**src/rtl/io_bus_arbiter.sv**
```systemverilog
// io_bus_arbiter: shares one I/O device port among NUM_CH cores, one transaction at a time,
// round-robin, with an optional device-ack timeout that answers the core with an error.
module io_bus_arbiter #(
   parameter int NUM_CH   = 2,
   parameter int D_WIDTH  = 34,
   parameter int PA_WIDTH = 4,
   parameter int TIMEOUT  = 16
) (
   input  logic                         clk,
   input  logic                         reset_n_i,
   input  logic [NUM_CH-1:0]            ch_read_req_i,
   input  logic [NUM_CH-1:0]            ch_write_req_i,
   input  logic [NUM_CH*PA_WIDTH-1:0]   ch_read_addr_i,
   input  logic [NUM_CH*PA_WIDTH-1:0]   ch_write_addr_i,
   input  logic [NUM_CH*D_WIDTH-1:0]    ch_wdata_i,
   output logic [D_WIDTH-1:0]           ch_rdata_o,
   output logic [NUM_CH-1:0]            ch_read_ack_o,
   output logic [NUM_CH-1:0]            ch_write_ack_o,
   output logic [NUM_CH-1:0]            ch_err_o,
   output logic                         dev_read_req_o,
   output logic                         dev_write_req_o,
   output logic [PA_WIDTH-1:0]          dev_read_addr_o,
   output logic [PA_WIDTH-1:0]          dev_write_addr_o,
   output logic [D_WIDTH-1:0]           dev_wdata_o,
   input  logic [D_WIDTH-1:0]           dev_rdata_i,
   input  logic                         dev_read_ack_i,
   input  logic                         dev_write_ack_i
);

   localparam int IDX_W    = (NUM_CH > 1) ? $clog2(NUM_CH) : 1;
   localparam int CNT_W    = (TIMEOUT > 1) ? $clog2(TIMEOUT) : 1;
   localparam int TMO_LAST = (TIMEOUT > 0) ? TIMEOUT - 1 : 0;
   localparam logic [CNT_W-1:0] CNT_LAST = CNT_W'(TMO_LAST);
   localparam logic [IDX_W-1:0] IDX_LAST = IDX_W'(NUM_CH - 1);
   localparam logic             TMO_EN   = (TIMEOUT != 0) ? 1'b1 : 1'b0;

   typedef enum logic [1:0] {
      ST_IDLE = 2'd0,
      ST_BUSY = 2'd1,
      ST_RESP = 2'd2
   } state_t;

   state_t                r_state;
   state_t                w_state_nxt;
   logic [IDX_W-1:0]      r_gnt;
   logic                  r_dir_rd;
   logic [PA_WIDTH-1:0]   r_addr;
   logic [D_WIDTH-1:0]    r_wdata;
   logic [IDX_W-1:0]      r_rr_ptr;
   logic [CNT_W-1:0]      r_cnt;

   logic                  r_dev_read_req;
   logic                  r_dev_write_req;
   logic [PA_WIDTH-1:0]   r_dev_read_addr;
   logic [PA_WIDTH-1:0]   r_dev_write_addr;
   logic [D_WIDTH-1:0]    r_dev_wdata;
   logic [NUM_CH-1:0]     r_ch_read_ack;
   logic [NUM_CH-1:0]     r_ch_write_ack;
   logic [NUM_CH-1:0]     r_ch_err;
   logic [D_WIDTH-1:0]    r_ch_rdata;

   logic                  w_any;
   logic                  w_hit;
   logic [IDX_W:0]        w_cand;
   logic [IDX_W-1:0]      w_sel;
   logic                  w_sel_rd;
   logic [PA_WIDTH-1:0]   w_sel_raddr;
   logic [PA_WIDTH-1:0]   w_sel_waddr;
   logic [D_WIDTH-1:0]    w_sel_wdata;
   logic                  w_dev_ack;
   logic                  w_tmo;
   logic [IDX_W-1:0]      w_rr_nxt;
   logic [NUM_CH-1:0]     w_gnt_mask;

   logic                  w_dev_read_req_nxt;
   logic                  w_dev_write_req_nxt;
   logic [PA_WIDTH-1:0]   w_dev_read_addr_nxt;
   logic [PA_WIDTH-1:0]   w_dev_write_addr_nxt;
   logic [D_WIDTH-1:0]    w_dev_wdata_nxt;
   logic [NUM_CH-1:0]     w_ch_read_ack_nxt;
   logic [NUM_CH-1:0]     w_ch_write_ack_nxt;
   logic [NUM_CH-1:0]     w_ch_err_nxt;
   logic [D_WIDTH-1:0]    w_ch_rdata_nxt;

   // Round-robin search: first requesting channel at or after rr_ptr, wrapping.
   always_comb begin
      w_any  = 1'b0;
      w_hit  = 1'b0;
      w_sel  = '0;
      w_cand = '0;
      for (int i = 0; i < NUM_CH; i++) begin
         w_cand = {1'b0, r_rr_ptr} + (IDX_W+1)'(i);
         w_cand = (w_cand >= (IDX_W+1)'(NUM_CH)) ? (w_cand - (IDX_W+1)'(NUM_CH)) : w_cand;
         w_hit  = !w_any && (ch_read_req_i[w_cand[IDX_W-1:0]] || ch_write_req_i[w_cand[IDX_W-1:0]]);
         w_sel  = w_hit ? w_cand[IDX_W-1:0] : w_sel;
         w_any  = w_any | w_hit;
      end
   end

   // Read wins when a channel raises both directions; the write stays pending.
   assign w_sel_rd    = ch_read_req_i[w_sel];
   assign w_sel_raddr = ch_read_addr_i[int'(w_sel)*PA_WIDTH +: PA_WIDTH];
   assign w_sel_waddr = ch_write_addr_i[int'(w_sel)*PA_WIDTH +: PA_WIDTH];
   assign w_sel_wdata = ch_wdata_i[int'(w_sel)*D_WIDTH +: D_WIDTH];

   assign w_dev_ack  = r_dir_rd ? dev_read_ack_i : dev_write_ack_i;
   assign w_tmo      = TMO_EN && (r_cnt == CNT_LAST);
   assign w_rr_nxt   = (r_gnt == IDX_LAST) ? '0 : (r_gnt + IDX_W'(1));
   assign w_gnt_mask = NUM_CH'(1) << r_gnt;

   // State register plus the per-transaction latches, counter and rr pointer.
   always_ff @(posedge clk or negedge reset_n_i) begin
      if (!reset_n_i) begin
         r_state  <= ST_IDLE;
         r_gnt    <= '0;
         r_dir_rd <= 1'b0;
         r_addr   <= '0;
         r_wdata  <= '0;
         r_rr_ptr <= '0;
         r_cnt    <= '0;
      end else begin
         r_state <= w_state_nxt;
         case (r_state)
            ST_IDLE: begin
               r_cnt <= '0;
               if (w_any) begin
                  r_gnt    <= w_sel;
                  r_dir_rd <= w_sel_rd;
                  r_addr   <= w_sel_rd ? w_sel_raddr : w_sel_waddr;
                  r_wdata  <= w_sel_rd ? '0 : w_sel_wdata;
               end else begin
                  r_gnt <= r_gnt;
               end
            end
            ST_BUSY: r_cnt <= r_cnt + CNT_W'(1);
            ST_RESP: begin
               r_cnt    <= '0;
               r_rr_ptr <= w_rr_nxt;
            end
            default: r_cnt <= '0;
         endcase
      end
   end

   // Next-state logic; an ack in the final timeout cycle beats the timeout.
   always_comb begin
      w_state_nxt = r_state;
      case (r_state)
         ST_IDLE: w_state_nxt = w_any ? ST_BUSY : ST_IDLE;
         ST_BUSY: begin
            if (w_dev_ack || w_tmo) begin
               w_state_nxt = ST_RESP;
            end else begin
               w_state_nxt = ST_BUSY;
            end
         end
         ST_RESP: w_state_nxt = ST_IDLE;
         default: w_state_nxt = ST_IDLE;
      endcase
   end

   // Next values of the registered outputs, derived from the transition being taken.
   always_comb begin
      w_dev_read_req_nxt   = 1'b0;
      w_dev_write_req_nxt  = 1'b0;
      w_dev_read_addr_nxt  = '0;
      w_dev_write_addr_nxt = '0;
      w_dev_wdata_nxt      = '0;
      w_ch_read_ack_nxt    = '0;
      w_ch_write_ack_nxt   = '0;
      w_ch_err_nxt         = '0;
      w_ch_rdata_nxt       = r_ch_rdata;
      case (r_state)
         ST_IDLE: begin
            if (w_any) begin
               w_dev_read_req_nxt   = w_sel_rd;
               w_dev_write_req_nxt  = !w_sel_rd;
               w_dev_read_addr_nxt  = w_sel_rd ? w_sel_raddr : '0;
               w_dev_write_addr_nxt = w_sel_rd ? '0 : w_sel_waddr;
               w_dev_wdata_nxt      = w_sel_rd ? '0 : w_sel_wdata;
            end else begin
               w_ch_rdata_nxt = r_ch_rdata;
            end
         end
         ST_BUSY: begin
            if (w_state_nxt == ST_BUSY) begin
               w_dev_read_req_nxt   = r_dir_rd;
               w_dev_write_req_nxt  = !r_dir_rd;
               w_dev_read_addr_nxt  = r_dir_rd ? r_addr : '0;
               w_dev_write_addr_nxt = r_dir_rd ? '0 : r_addr;
               w_dev_wdata_nxt      = r_wdata;
            end else begin
               w_ch_read_ack_nxt  = r_dir_rd ? w_gnt_mask : '0;
               w_ch_write_ack_nxt = r_dir_rd ? '0 : w_gnt_mask;
               w_ch_err_nxt       = w_dev_ack ? '0 : w_gnt_mask;
               w_ch_rdata_nxt     = !r_dir_rd ? '0 : (w_dev_ack ? dev_rdata_i : '1);
            end
         end
         ST_RESP: w_ch_rdata_nxt = r_ch_rdata;
         default: w_ch_rdata_nxt = r_ch_rdata;
      endcase
   end

   // Output registers; async reset clears every output immediately.
   always_ff @(posedge clk or negedge reset_n_i) begin
      if (!reset_n_i) begin
         r_dev_read_req   <= 1'b0;
         r_dev_write_req  <= 1'b0;
         r_dev_read_addr  <= '0;
         r_dev_write_addr <= '0;
         r_dev_wdata      <= '0;
         r_ch_read_ack    <= '0;
         r_ch_write_ack   <= '0;
         r_ch_err         <= '0;
         r_ch_rdata       <= '0;
      end else begin
         r_dev_read_req   <= w_dev_read_req_nxt;
         r_dev_write_req  <= w_dev_write_req_nxt;
         r_dev_read_addr  <= w_dev_read_addr_nxt;
         r_dev_write_addr <= w_dev_write_addr_nxt;
         r_dev_wdata      <= w_dev_wdata_nxt;
         r_ch_read_ack    <= w_ch_read_ack_nxt;
         r_ch_write_ack   <= w_ch_write_ack_nxt;
         r_ch_err         <= w_ch_err_nxt;
         r_ch_rdata       <= w_ch_rdata_nxt;
      end
   end

   assign dev_read_req_o   = r_dev_read_req;
   assign dev_write_req_o  = r_dev_write_req;
   assign dev_read_addr_o  = r_dev_read_addr;
   assign dev_write_addr_o = r_dev_write_addr;
   assign dev_wdata_o      = r_dev_wdata;
   assign ch_read_ack_o    = r_ch_read_ack;
   assign ch_write_ack_o   = r_ch_write_ack;
   assign ch_err_o         = r_ch_err;
   assign ch_rdata_o       = r_ch_rdata;

endmodule
```
**config.mk**
```make
export PLATFORM = sky130hd
export DESIGN_NAME = io_bus_arbiter
export DESIGN_NICKNAME = d
export VERILOG_FILES = /design/src/rtl/io_bus_arbiter.sv
export SDC_FILE = /design/constraint.sdc
export NUM_CORES = 1
export LEC_CHECK = 0
export ABC_AREA = 1
export CORE_MARGIN = 2
export CORE_UTILIZATION = 40
export DETAILED_ROUTE_END_ITERATION = 7
export PLACE_DENSITY_LB_ADDON = 0.3
export SYNTH_ARGS = -nofsm -noshare
export SYNTH_HDL_FRONTEND = slang
export SYNTH_SLANG_ARGS = --single-unit
```
**constraint.sdc**
```tcl
create_clock -name clk -period 2.1 [get_ports clk]
set_input_delay 0.315 -clock clk [delete_from_list [all_inputs] [get_ports clk]]
set_output_delay 0.315 -clock clk [all_outputs]
set_load 0.05 [all_outputs]
```
== Yosys cells after proc, flatten, opt, wreduce, memory -nomap -nowiden ==
Index checks and enable logic that the tools add are counted.
W data, S select, Z words.

* Add/sub/neg operators: 5
* $mul: 1
* Order comparisons: 5
* Equality and inequality tests: 4
* Shift operators: 4
* Muxes and demuxes: 52
* Bitwise operators: 2
* Reduce and logical (&&, ||, !) cells: 10

{| class="wikitable"
|+ Operator list
! kind !! number
|-
| $mux W34 || 5
|-
| $pmux W34 S2 || 1
|-
| $shiftx A68 B8 Y34 || 1
|-
| $mux W4 || 10
|-
| $mux W1 || 21
|-
| $mux W2 || 10
|-
| $pmux W4 S2 || 2
|-
| $shiftx A8 B4 Y4 || 2
|-
| $lt A1 B2 Y1 const B || 3
|-
| $mul A1 B5 Y6 const B || 1
|-
| $add A4 B1 Y4 const B || 1
|-
| $eq A2 B1 Y1 const B || 2
|-
| $eq A4 B4 Y1 const B || 1
|-
| $pmux W1 S2 || 2
|-
| $pmux W2 S2 || 1
|-
| $reduce_and A2 Y1 || 2
|-
| $logic_not A1 Y1 || 3
|-
| $logic_or A1 B1 Y1 || 3
|-
| $add A1 B1 Y2 const B || 1
|-
| $eq A2 B2 Y1 const B || 1
|-
| $ge A1 B2 Y1 const B || 1
|-
| $ge A2 B2 Y1 const B || 1
|-
| $logic_not A2 Y1 || 1
|-
| $shl A1 B1 Y2 const A || 1
|-
| 5 further kinds || 6
|}

* Register bits after elaboration: 131
* Input bits: 126
* Output and inout port bits: 84
* Logic and storage cells: 99

== Logic depth before layout (Yosys ltp) ==
Gate-level depths: netlist of run 1.

* Depth in word-level cells: 13
* Depth in mapped cells: 9
* Depth with buffers taken out: 9

== Least setup slack after synthesis of run 1 ==
OpenSTA, ideal clock, no wires.

* Path type: reg-to-reg
* Start point: reg r_cnt[0]
* End point: reg r_ch_rdata[0], in the netlist ch_rdata_o[0]
* Setup time: 0.083 ns
* Arrival: 1.349 ns
* Required time: 2.017 ns
* Path slack: 0.668 ns
* Cell stages (with the launch flop): 10
* Buffers on the path: 1
* Clock period less this slack: 1.432 ns
* Cell sequence: dfrtp_1 ha_1 nand2_1 inv_1 nand2_1 nand2_1 nand2_1 clkbuf_1 nand2_1 o21ai_0

* Cells in the longest elaborated chain, start to end: 7

{| class="wikitable"
|+ RTL lines
! element !! RTL line !! source
|-
| start: declaration || 50 || <nowiki>logic [CNT_W-1:0] r_cnt;</nowiki>
|-
| start signal: assignment || 135 || <nowiki>ST_BUSY: r_cnt <= r_cnt + CNT_W'(1);</nowiki>
|-
| $eq A4 B4 Y1 || 107 || <nowiki>assign w_tmo = TMO_EN && (r_cnt == CNT_LAST);</nowiki>
|-
| $logic_or A1 B1 Y1 || 151 || <nowiki>if (w_dev_ack || w_tmo) begin</nowiki>
|-
| $mux W2 || 151 ||
|-
| $pmux W2 S2 || 148 || <nowiki>case (r_state)</nowiki>
|-
| $eq A2 B1 Y1 || 186 || <nowiki>if (w_state_nxt == ST_BUSY) begin</nowiki>
|-
| $not A1 Y1 (no line) || n/a ||
|-
| $reduce_and A2 Y1 (no line) || n/a ||
|-
| end signal: assignment || 225 || <nowiki>r_ch_rdata <= w_ch_rdata_nxt;</nowiki>
|-
| end: declaration || 60 || <nowiki>logic [D_WIDTH-1:0] r_ch_rdata;</nowiki>
|}

Every way passes these cells.
A chain may end at the register's enable or synchronous reset.

== Final worst setup path of run 1 ==
* Start point: reg r_ch_rdata[3], in the netlist ch_rdata_o[3]
* End point: out ch_rdata_o[3]

{| class="wikitable"
|+ RTL lines
! element !! RTL line !! source
|-
| end: declaration || 16 || <nowiki>output logic [D_WIDTH-1:0] ch_rdata_o,</nowiki>
|}

No word-level cell between the ends.

==> results.md, run 1 <==
- Outcome: finished clean
- Met3 Use GR: 7.10%
- Clk sinks: 131
- Met2 GRT Util: 34.1%
- Crit path max-delay cell type: clkdlybuf4s50_1
- TritonRoute pass-1 iters: 5
- Worst-path maximum fanout: 2
- Register bit total from synthesis: 131
- I/O Buffers: 209
- First-pass GRT wire length: 23,900 um
- Max-slew violation count: 0
- Number of fill cells in the layout: 1,090
- Drt initial violations: 380
- Die Y: 121 um
- Synthesized area per cell: 8.71 um^2
- Worst path bufs/invs: 1
- Crit path launch: ch_rdata_o[3]
- Clock Skews: 8.12 ps
- Fin crit share: 90.4%
- Final hold vios: 0
- Mapped Cells: 628
- Total core area: 0.0133 mm^2
- Post-Route WL: 14,800 um
- CTS Buf Count: 17
- Kind of end point of the critical path: output pin
- Placer Congestion: 0.838
- Synth Net Count: 755
- Setup Crit Path Kind: reg2out
- Die Width: 121 um
- Post-route DRC: 0
- Hpwl dp: 10,800 um
- CP startpoint kind: flip-flop
- DRT antenna net count: 0
- Share of cells above drive strength 1: 6.35%
- Via density: 4.85
- PwrDens: 1560 mW/mm^2
- Most Crowded Layer GR: met2
- Distinct cells, synth: 22
- Final min period: 1900 ps
- Io pins: 210
- Vias in the first global route: 4,912
- Grt total ovfl: 0
- Max-cap check violation count: 0
- M1 GR Usage: 26.9%
- Worst Tran Pin Value: 570 ps
- Pre-CTS setup slack: 40.8 ps
- Mapped cell area: 0.00547 mm^2
- Max stage delay on crit path: 820 ps
- Worst min path class: in2async
- # rows: 42
- Die area: 0.0146 mm^2
- Worst setup margin: 201 ps
- H-tree depth: 4
- CP arrival: 1580 ps
- Overall power: 13,200 uW
- Total negative slack: 0 ps
- TritonCTS clock tree: done
- Via count: 4,971
- CTS max path bufs: 2
- Largest net degree at the start of global routing: 69
- RSZ-0062 raised after global routing: false
- Clock root buffer: clkbuf_16
- Initial core utilization: 41.2%
- Max VDD drop: 624 uV
- Fmax: 527 MHz
- Fraction of the yosys area taken by sequential cells: 59.9%
- Latest clock arrival within the worst-skew pair: 400 ps
- WP data required: 1780 ps
- Final net count: 965
- Initial antenna violation count: 0
- Antenna Cells: 0
- Leak: 0.00392 uW
- Reg2reg setup slack: 380 ps
- Count of final setup violators: 0
- Routed WL per cell: 14.5 um
- Area delta synth->final: 54.3%
- RR Startpoint: r_cnt[0]
- Total GRT Usage: 21.2%
- Relative slew margins: 61.9%
- Cts repair resizes: 0
- Buffer count from post-CTS setup fixing: 0
- CP delay by family, top: buffers and inverters
- Critical Path, Cell by Cell: clkdlybuf4s50_1
- Yosys warnings: 0
- Worst-path clk slew: 60 ps
## power by group
part	switching [uW]	leakage (uW)	total, uW	internal, uW
sequential	421	0.00172	3960	3540
clock	1030	0.000281	2850	1820
combinational	4270	0.00192	6350	2080
total	5720	0.00392	13200	7440
## cell usage in the layout, fill, tap and decap left out, types with 5 or more instances in the layout
cell | netlist | layout
clkdlybuf4s50_1 | 0 | 208
nand2_1 | 180 | 179
o21ai_0 | 142 | 142
dfrtp_1 | 131 | 131
inv_1 | 55 | 55
nand3_1 | 52 | 52
clkbuf_16 | 0 | 17
nor2_1 | 9 | 9
buf_4 | 0 | 9
buf_12 | 0 | 8
o21ai_1 | 7 | 7
nor3_1 | 5 | 5
clkinv_2 | 0 | 5
## cell type report
| class | count | area (um^2) | area share, % |
|---|---|---|---|
| multi-input combinational | 404 | 1820 | 21.6 |
| clock buffer | 21 | 470 | 5.57 |
| timing repair buffer | 227 | 2330 | 27.6 |
| inverter | 57 | 214 | 2.53 |
| tap | 176 | 220 | 2.61 |
| clock inverter | 10 | 108 | 1.27 |
| sequential | 131 | 3280 | 38.8 |
## routing by layer
layer | vias up | share of wire [%]
li1 | 2446 | -
met4 | 0 | 0.98
met3 | 13 | 9.9
met5 | - | 0
met1 | 2307 | 41
met2 | 205 | 48
## sequential cells by signal, indices dropped and copies added (netlist names), 4 cells and up
signal and count:
dev_write_addr_o 4, r_cnt 4, r_wdata 34, dev_read_addr_o 4, ch_rdata_o 34, r_addr 4
dev_wdata_o 34
## per-stage QoR
step | instance area (um^2) | utilization, % | hold slack [ps] | std cells
final | 8440 | 63.5 | 428 | 1026
after CTS | 8440 | 63.5 | 449 | 1026
after global placement | 7860 | 59.1 | 296 | 994
after detailed placement | 7860 | 59.1 | 310 | 994
after global routing | 8440 | 63.5 | 452 | 1026
after floorplan | 5470 | - | 19.4 | 628
## final timing paths
path                                   end  depth (start not counted)
setup / recovery             ch_rdata_o[3]                          1
hold / removal              ch_rdata_o[24]                          2
setup reg to reg           dev_wdata_o[30]                          9
hold reg to reg                   r_cnt[0]                          1
max in group asynchronous   ch_rdata_o[22]                          3
min in group clk                  r_cnt[0]                          1
## cells in the mapped netlist
cell type    n  area [um^2]
nor2_1       9         33.8
o21ai_1      7         35.0
a21oi_1      1         5.00
nand3b_1     1         7.51
nand2_2      2         12.5
buf_2        1         5.00
inv_2        1         3.75
nor3_1       5         25.0
buf_1        1         3.75
ha_1         1         12.5
nand2_1    180          676
clkinv_1     1         3.75
a31oi_1      1         6.26
nand3_1     52          260
inv_1       55          206
xor2_1       1         8.76
clkbuf_1    31          116
o21ai_0    142          711
dfrtp_1    131         3280
buf_6        3         33.8
o21ai_4      1         16.3
nor2_4       1         11.3
## repair_timing
item | CTS | global route
setup endpoints to repair | 0 | 0
hold endpoints to repair | 52 | 0
hold buffers | 1 | 0
## cell families (layout without fill, tap and decap cells)
group,after synthesis,after routing,share of synthesized area [%]
buf+inv,93,315,6.81
compound gates,152,152,14.1
fa+ha+maj,1,1,0.229
xor+xnor,1,1,0.160
simple gates,250,250,18.8
flops,131,131,59.9
(Power assumes the default switching activity.)
==> run 2: changes to the inputs <==
--- a/config.mk
+++ b/config.mk
@@ -6,7 +6,7 @@
 export NUM_CORES = 1
 export LEC_CHECK = 0
 export ABC_AREA = 1
-export CORE_MARGIN = 2
+export CORE_MARGIN = 4
 export CORE_UTILIZATION = 40
 export DETAILED_ROUTE_END_ITERATION = 7
 export PLACE_DENSITY_LB_ADDON = 0.3
==> run 2 against run 1 <==
  * Worst setup slack lost 15 ps
  * Utilization shrank 0.075 points
  * Combinational power shrank 1%
  * Non-clock buffer count is the same
  * Die area grew 6.7%
  * Hold slack lost 5.5 ps
  * First-iteration DRC count shrank 24%
  * Sequential power is essentially flat
  * Global-route usage shrank 0.75 points
  * Clock power grew 4%
  * Critical path type unchanged
==> results.md, run 2 (same netlist as run 1, synthesis figures left out) <==
- Outcome: finished clean
- Clock Skews: 6.93 ps
- WHS: 423 ps
- Critical Path, Cell by Cell: clkdlybuf4s50_1
- Max-cap check violation count: 0
- TritonRoute pass-1 iters: 5
- Share of cells above drive strength 1: 6.58%
- Die Y: 125 um
- Initial antenna violation count: 2
- Routed WL per cell: 15.2 um
- Via density: 4.90
- Buffer count from post-CTS setup fixing: 0
- CP arrival: 1600 ps
- Clock root buffer: clkbuf_16
- Leak: 0.00392 uW
- Die area: 0.0156 mm^2
- Most frequent cells in the layout: 208 x clkdlybuf4s50_1, 179 x nand2_1, 142 x o21ai_0
- Fin crit share: 91.1%
- Kind of end point of the critical path: output pin
- Metal2 WL: 7520 um
- Clk sinks: 131
- Max-slew violation count: 0
- Overall power: 13,200 uW
- Io pins: 210
- CTS Buf Count: 17
- Largest net degree at the start of global routing: 72
- First-pass GRT wire length: 25,800 um
- DRT antenna net count: 0
- H-tree depth: 4
- Max Used Layer: met5
- Final min period: 1910 ps
- Antenna Cells: 0
- PwrDens: 1570 mW/mm^2
- Placer Congestion: 0.925
- WP data required: 1780 ps
- Crit path max-delay cell type: clkdlybuf4s50_1
- Routed met3 length: 1310 um
- # rows: 42
- Die Width: 125 um
- Setup Crit Path Kind: reg2out
- Final hold vios: 0
- Fmax: 522 MHz
- Hpwl dp: 11,300 um
- Post-Route WL: 15,600 um
- Total negative slack: 0 ps
- Worst Tran Pin Value: 582 ps
- CP startpoint kind: flip-flop
- Post-route DRC: 0
- Number of fill cells in the layout: 1,109
- Drt initial violations: 290
- Latest clock arrival within the worst-skew pair: 400 ps
- Worst path bufs/invs: 1
- Max VDD drop: 610 uV
- CTS max path bufs: 2
- Area delta synth->final: 54.2%
- Met1 WL: 6630 um
- Area of the multi-input gates: 0.00182 mm^2
- I/O Buffers: 209
- Via count: 5,030
- Count of final setup violators: 0
- CP delay by family, top: buffers and inverters
- Worst-path clk slew: 60 ps
- Total GRT Usage: 20.4%
- RSZ-0062 raised after global routing: false
- Relative slew margins: 61.1%
- Total core area: 0.0133 mm^2
- TritonCTS clock tree: done
- Commonest non-fill, non-tap cell in the layout: clkdlybuf4s50_1
- Vias in the first global route: 5,246
- Grt total ovfl: 0
- Final net count: 965
- Register area: 0.00328 mm^2
- Max stage delay on crit path: 840 ps
- Initial core utilization: 41.2%
- Worst min path class: in2async
- Worst-path maximum fanout: 2
==> run 2: repair_timing <==
action,4_1_cts,5_1_grt
gates resized for setup,0,0
endpoints found under the hold margin,50,0
hold buffers,1,0
==> run 2: layer usage <==
layer	track usage (%)	vias up
li1	-	2445
met1	26.3	2362
met2	33.2	203
met3	6.01	16
met4	7.02	4
met5	0	-
==> run 2: final timing paths <==
path,to,startpoint,slack [ps],depth (start not counted)
max in group asynchronous,r_wdata[13],reset_n_i,970,3
min,ch_rdata_o[32],reset_n_i,420,2
max reg2reg,dev_wdata_o[14],r_cnt[0],440,9
min in group clk,r_cnt[0],r_cnt[0],470,1
max,ch_rdata_o[18],ch_rdata_o[18],190,1
min reg2reg,r_cnt[0],r_cnt[0],470,1
==> run 2: power breakdown <==
part | leakage (uW) | internal, uW | total, uW | switching, uW
combinational | 0.00190 | 2020 | 6280 | 4260
clock | 0.000296 | 1880 | 2950 | 1070
sequential | 0.00172 | 3540 | 3970 | 432
==> run 2: metrics by stage <==
step / std cells / util (%) / setup WS, ps / instance area, um^2
floorplan: 628 / - / 668 / 5470
global placement: 994 / 58.8 / 122 / 7820
detailed placement: 994 / 58.8 / 43.0 / 7820
CTS: 1027 / 63.4 / 160 / 8430
global route: 1027 / 63.4 / 147 / 8430
finish: 1027 / 63.4 / 186 / 8430
==> run 2: final cells by class <==
class	count	share of cell area, %
clock inverters	11	1.48
well taps	176	2.61
multi-input cells	404	21.6
inverters	57	2.54
clock buffers	21	5.70
repair buffers	227	27.2
flip-flops and latches	131	38.9
==> run 3: changes to the inputs <==
--- a/config.mk
+++ b/config.mk
@@ -6,7 +6,7 @@
 export NUM_CORES = 1
 export LEC_CHECK = 0
 export ABC_AREA = 1
-export CORE_MARGIN = 4
+export CORE_MARGIN = 2
 export CORE_UTILIZATION = 40
 export DETAILED_ROUTE_END_ITERATION = 7
 export PLACE_DENSITY_LB_ADDON = 0.3
==> results of run 3 <==
Same layout as run 1: the final DEF is identical, and so are final timing and power.
